`config.mk`:
```
export PLATFORM = sky130hd
export DESIGN_NAME = ioctl_fifo_loader_flat
export DESIGN_NICKNAME = d
export VERILOG_FILES = /design/src/rtl/ioctl_fifo_loader_if.sv /design/src/rtl/ioctl_fifo_loader.sv /design/src/flat_wrapper.sv
export SDC_FILE = /design/constraint.sdc
export NUM_CORES = 1
export LEC_CHECK = 0
export BUFFER_PORTS_ARGS = -buffer_cell sky130_fd_sc_hd__buf_2
export CORE_ASPECT_RATIO = 0.5
export CORE_MARGIN = 4
export CORE_UTILIZATION = 40
export DETAILED_ROUTE_END_ITERATION = 7
export PLACE_DENSITY = 0.53
export SYNTH_ARGS = -nofsm -noshare
export SYNTH_HDL_FRONTEND = slang
export SYNTH_SLANG_ARGS = --single-unit
```
`constraint.sdc`:
```
create_clock -name clk_sys -period 7.28 [get_ports clk_sys]
set_input_delay 0.728 -clock clk_sys [delete_from_list [all_inputs] [get_ports clk_sys]]
set_output_delay 0.728 -clock clk_sys [all_outputs]
set_load 0.01 [all_outputs]
```
`src/rtl/ioctl_fifo_loader_if.sv`:
```
// ioctl_fifo_loader_if: host download strobes, memory write handshake and loader status
interface ioctl_fifo_loader_if;
  logic        ioctl_download;
  logic        ioctl_wr;
  logic [24:0] ioctl_addr;
  logic [7:0]  ioctl_dout;
  logic [7:0]  ioctl_index;
  logic        ioctl_wait;
  logic        mem_req;
  logic [15:0] mem_addr;
  logic [7:0]  mem_data;
  logic [7:0]  mem_index;
  logic        mem_ack;
  logic        busy;
  logic        done;
  logic        overflow;
  logic        range_err;
  modport slave (
    input  ioctl_download, ioctl_wr, ioctl_addr, ioctl_dout, ioctl_index, mem_ack,
    output ioctl_wait, mem_req, mem_addr, mem_data, mem_index, busy, done, overflow, range_err
  );
  modport master (
    output ioctl_download, ioctl_wr, ioctl_addr, ioctl_dout, ioctl_index, mem_ack,
    input  ioctl_wait, mem_req, mem_addr, mem_data, mem_index, busy, done, overflow, range_err
  );
endinterface

```
`src/rtl/ioctl_fifo_loader.sv`:
```
// ioctl_fifo_loader: buffers host ioctl download bytes in a FIFO and replays them as memory write requests
module ioctl_fifo_loader #(
  parameter int DEPTH      = 16,
  parameter int HIGH_WATER = 12
) (
  input logic           clk_sys,
  input logic           reset_osd,
  ioctl_fifo_loader_if.slave bus
);
  localparam int AW = $clog2(DEPTH);
  localparam logic [AW:0] FULL = (AW+1)'(DEPTH);
  localparam logic [AW:0] HW   = (AW+1)'(HIGH_WATER);
  typedef enum logic [1:0] {IDLE, LOAD, DRAIN, DONE} state_t;
  state_t state, state_nxt;
  logic [23:0]   fifo [DEPTH];
  logic [AW-1:0] wr_ptr, rd_ptr;
  logic [AW:0]   count, count_nxt;
  logic          start, in_range, full, push, pop, issue, req, wait_r, ovf, rerr;
  logic [15:0]   addr;
  logic [7:0]    data, index;
  assign start    = state == IDLE && bus.ioctl_download;
  assign in_range = bus.ioctl_addr[24:16] == 9'd0;
  assign full     = count == FULL;
  assign pop      = req && bus.mem_ack;
  assign push     = state == LOAD && bus.ioctl_wr && in_range && (!full || pop);
  assign issue    = !req && count != '0 && (state == LOAD || state == DRAIN);
  always_comb begin
    state_nxt = state;
    count_nxt = count;
    state_nxt = state == IDLE  ? (bus.ioctl_download ? LOAD : IDLE) :
                state == LOAD  ? (bus.ioctl_download ? LOAD : DRAIN) :
                state == DRAIN ? ((count == '0 && !req) ? DONE : DRAIN) : IDLE;
    count_nxt = start ? '0 : count + {{AW{1'b0}}, push} - {{AW{1'b0}}, pop};
  end
  always_ff @(posedge clk_sys or negedge reset_osd)
    if (!reset_osd) begin
      state  <= IDLE;
      count  <= '0;
      wr_ptr <= '0;
      rd_ptr <= '0;
      req    <= 1'b0;
      addr   <= '0;
      data   <= '0;
      index  <= '0;
      wait_r <= 1'b0;
      ovf    <= 1'b0;
      rerr   <= 1'b0;
    end else begin
      state  <= state_nxt;
      count  <= count_nxt;
      wr_ptr <= start ? '0 : wr_ptr + AW'(push);
      rd_ptr <= start ? '0 : rd_ptr + AW'(pop);
      req    <= req ? !bus.mem_ack : issue;
      addr   <= issue ? fifo[rd_ptr][23:8] : addr;
      data   <= issue ? fifo[rd_ptr][7:0] : data;
      index  <= start ? bus.ioctl_index : index;
      ovf    <= !start && (ovf || (state == LOAD && bus.ioctl_wr && in_range && full && !pop));
      rerr   <= !start && (rerr || (state == LOAD && bus.ioctl_wr && !in_range));
      wait_r <= state_nxt == DRAIN || state_nxt == DONE || (state_nxt == LOAD && count_nxt >= HW);
    end
  // A pop that coincides with a push into a full FIFO frees the slot being overwritten;
  // its contents were already captured into addr/data when the request was issued.
  always_ff @(posedge clk_sys)
    if (push) fifo[wr_ptr] <= {bus.ioctl_addr[15:0], bus.ioctl_dout};
  assign bus.ioctl_wait = wait_r;
  assign bus.mem_req    = req;
  assign bus.mem_addr   = addr;
  assign bus.mem_data   = data;
  assign bus.mem_index  = index;
  assign bus.busy       = state != IDLE;
  assign bus.done       = state == DONE;
  assign bus.overflow   = ovf;
  assign bus.range_err  = rerr;
endmodule

```
`src/flat_wrapper.sv`:
```
// flat-port wrapper written by rule: the top's interface ports become plain ports
module ioctl_fifo_loader_flat 
#(
  parameter int DEPTH      = 16,
  parameter int HIGH_WATER = 12
)
  (clk_sys, reset_osd, bus_ioctl_download, bus_ioctl_wr, bus_ioctl_addr, bus_ioctl_dout, bus_ioctl_index, bus_mem_ack, bus_ioctl_wait, bus_mem_req, bus_mem_addr, bus_mem_data, bus_mem_index, bus_busy, bus_done, bus_overflow, bus_range_err);
  ioctl_fifo_loader_if bus_i ();
  input logic clk_sys;
  input logic reset_osd;
  input wire logic [$bits(bus_i.ioctl_download)-1:0] bus_ioctl_download;
  input wire logic [$bits(bus_i.ioctl_wr)-1:0] bus_ioctl_wr;
  input wire logic [$bits(bus_i.ioctl_addr)-1:0] bus_ioctl_addr;
  input wire logic [$bits(bus_i.ioctl_dout)-1:0] bus_ioctl_dout;
  input wire logic [$bits(bus_i.ioctl_index)-1:0] bus_ioctl_index;
  input wire logic [$bits(bus_i.mem_ack)-1:0] bus_mem_ack;
  output wire logic [$bits(bus_i.ioctl_wait)-1:0] bus_ioctl_wait;
  output wire logic [$bits(bus_i.mem_req)-1:0] bus_mem_req;
  output wire logic [$bits(bus_i.mem_addr)-1:0] bus_mem_addr;
  output wire logic [$bits(bus_i.mem_data)-1:0] bus_mem_data;
  output wire logic [$bits(bus_i.mem_index)-1:0] bus_mem_index;
  output wire logic [$bits(bus_i.busy)-1:0] bus_busy;
  output wire logic [$bits(bus_i.done)-1:0] bus_done;
  output wire logic [$bits(bus_i.overflow)-1:0] bus_overflow;
  output wire logic [$bits(bus_i.range_err)-1:0] bus_range_err;
  assign bus_i.ioctl_download = bus_ioctl_download;
  assign bus_i.ioctl_wr = bus_ioctl_wr;
  assign bus_i.ioctl_addr = bus_ioctl_addr;
  assign bus_i.ioctl_dout = bus_ioctl_dout;
  assign bus_i.ioctl_index = bus_ioctl_index;
  assign bus_i.mem_ack = bus_mem_ack;
  assign bus_ioctl_wait = bus_i.ioctl_wait;
  assign bus_mem_req = bus_i.mem_req;
  assign bus_mem_addr = bus_i.mem_addr;
  assign bus_mem_data = bus_i.mem_data;
  assign bus_mem_index = bus_i.mem_index;
  assign bus_busy = bus_i.busy;
  assign bus_done = bus_i.done;
  assign bus_overflow = bus_i.overflow;
  assign bus_range_err = bus_i.range_err;
  ioctl_fifo_loader #(.DEPTH(DEPTH), .HIGH_WATER(HIGH_WATER)) u_core (.clk_sys(clk_sys), .reset_osd(reset_osd), .bus(bus_i));
endmodule
```
==> results by group <==
Clock network
  • Clk slew on worst S/H paths: 0.07 ns
  • Clk_lat worst skew: between 0.5 and 0.6 ns
  • CTS sink count: 435
  • Clock Path Buffers: 3
  • CTS tree: built
  • CTS Root Cell: clkbuf_16
  • H-tree depth: 2
  • Post-CTS resize count: 0
  • Num CTS Buffers: 40
  • Hold_buf cts: 0
  • Post-CTS setup buffer count: 0

Cells and area
  • Area delta synth->final: 14.3%
  • Commonest non-fill, non-tap cell in the layout: edfxtp_1
  • Nets: around 1000
  • Filler cells: roughly 3400
  • Most frequent cells in the layout: edfxtp_1, buf_2, mux2i_1
  • Ant diodes: 0
  • Share of cells above drive strength 1: 0.241
  • Design Area, Final: 19200 um^2
  • Final Util: 0.469

Synthesis
  • EDFF count, synth: between 300 and 400
  • Synth top area cells: edfxtp_1, mux4_2, dfrtp_1
  • Area share of the largest cell type after synthesis: 0.685
  • Yosys warns: 0
  • Synth Register Bits: approximately 440
  • Post-Synth Adder-Cell Area: 0.0116
  • Syn nets: 936
  • Largest family of logic cells by synthesized area: multiplexers
  • Xor/xnor share of the synthesized area: 0.00364
  • Post-Synth Simple-Gate Area: 0.0342
  • Compound-cell area share of the yosys netlist: 0.0451
  • Yosys top cell by area: edfxtp_1
  • Ys flop type: edfxtp_1
  • Mapped Area: around 17000 um^2
  • Syn Area/Cell: just under 20 um^2
  • Post-synthesis mux area share: 0.126
  • Post-Synthesis Cells: slightly below 900
  • Async set-reset flop share out of synthesis: 0.117
  • Synth cell types: 45
  • Seq/Total Area, Yosys: 0.761

Timing
  • RSZ-0062 raised after global routing: no
  • Tightest Pin Transition: 1.22 ns
  • Hold Violations, Final: 0
  • Final setup violation count: 0
  • Post-Route Skew: 0.0233 ns
  • Minimum clock period: just over 3 ns
  • Fin crit share: 0.422
  • Worst hold slack: 0.349 ns
  • Rel. slew slack: 0.184
  • Setup TNS: 0 ns
  • Fmax: ~330 MHz
  • Final Max Tran Viols: 0

GRT
  • Vias in the first global route: a little under 9000
  • Total track usage: 0.168
  • Antenna violations before repair: 0
  • Overflow after GRT: 0
  • Largest net degree at the start of global routing: 65
  • First-pass GRT wire length: between 50000 and 60000 um

Power
  • Maximum vdd ir drop: between 0.00015 and 0.0002 V
  • Leakage power total: 6.39 nW
  • Pwr Density: between 300 and 400 nW/um^2

Die
  • Core Area: around 40000 um^2
  • Die Span Y: 153 um
  • Num rows: between 50 and 60
  • Initial Util: 0.411
  • Die W: 298 um
  • I/O pin count: between 80 and 90
  • Die area: 45600 um^2

Routing
  • Vias per std cell: about 5.5
  • Drt drc: 0
  • Per-cell routed wire length: 25.0 um
  • Routed WL: approximately 39000 um
  • Iter 0 DRT Violations: approximately 650
  • Final ANT Viol Nets: 0
  • Vias: around 8500
  • 1st-pass router iterations: 5

Setup path
  • Crit path max fanout: 24
  • Worst path arrival time: 3.23 ns
  • Element type at the critical path start: flop
  • Kind of critical path: flop to flop
  • Element type at the critical path end: flop
  • Worst EP required: roughly 7.4 ns

Placement
  • Post-DP HPWL: ~21000 um
  • Port buffer count: 83
  • DP Area: ~18000 um^2
  • Final GP Congestion: 0.751

Job
  • Max-Cap Viols: 0

Run status
  • Status: finished, final reports clean

Hold path
  • Worst Hold Class: primary input to async pin
## Yosys cell counts, drive strengths merged, types with 3 or more instances
master	number
a21oi	3
a22oi	57
a2bb2oi	5
a32oi	19
and2	10
buf	31
clkbuf	10
dfrtp	51
edfxtp	384
ha	14
inv	20
mux2i	82
mux4	58
nand2	50
nand2b	3
nand3	10
nand4b	3
nor2	24
nor2b	4
nor3	7
o211ai	6
o21ai	3
xnor2	5
## stage by stage
stage	setup WS, ns	total power [mW]	cells
after detailed placement	3.92	4.29	1474
final	4.21	6.29	1548
after floorplan	3.64	3.89	875
after global placement	3.97	4.28	1474
after global routing	4.03	6.58	1548
after CTS	4.18	6.37	1548
## routing by layer
metal	track usage	vias up	wire length, um
met3	0.0352	56	2360
li1	-	3726	-
met5	0	-	0
met4	0.0376	0	635
met2	0.264	236	18000
met1	0.244	4477	17600
## worst paths after layout
kind                                         start                      end  slack [ns]  depth (start not counted)
max                                u_core.state[1]       u_core.fifo[10][8]        4.21                          6
min                                      reset_osd  u_core.bus.mem_index[2]        0.35                          2
max reg2reg                        u_core.state[1]       u_core.fifo[10][8]        4.21                          6
min reg2reg                u_core.bus.mem_index[7]  u_core.bus.mem_index[7]        0.47                          2
max in group asynchronous                reset_osd         u_core.rd_ptr[0]        6.32                          2
min in group clk_sys            bus_ioctl_index[3]  u_core.bus.mem_index[3]        0.37                          3
## state kept, by name, summed over array words and instances (netlist names)
signal                 cells
u_core.bus.range_err       1
u_core.bus.mem_index       8
u_core.bus.mem_addr       16
u_core.rd_ptr              4
u_core.bus.mem_data        8
u_core.state               2
u_core.bus.ioctl_wait      1
u_core.wr_ptr              4
u_core.bus.mem_req         1
u_core.count               5
u_core.fifo              384
u_core.bus.overflow        1
## logic make-up after synthesis
logic type | Yosys count
flops | 435
fa+ha+maj | 15
compound gates | 98
buf+inv | 61
xor+xnor | 7
simple gates | 119
mux | 140
## layout make-up
cell class                      count  area (um^2)  share of cell area
Inverter                           20         75.1             0.00390
Clock inverter                      9          105             0.00547
Timing Repair Buffer              100          543              0.0282
Clock buffer                       65         1190              0.0617
Tap cell                          540          676              0.0351
Sequential cell                   435        12800               0.666
Multi-Input combinational cell    379         3830               0.199
## worst max-delay path, stage by stage, from the launching register on
cell	delay, ns
dfrtp_1	0.41
inv_1	0.09
ha_1	0.27
nand2_1	0.11
and4b_1	0.39
nand4b_1	0.36
nor2_4	1.03
## report_power, final
part           switching [mW]  leakage [nW]  total, mW  internal, mW
registers               0.179          4.09       3.00          2.82
logic                   0.637          1.67       1.22         0.581
clock network           0.914         0.627       2.08          1.16
No activity file was read; power rests on OpenSTA's default activity.
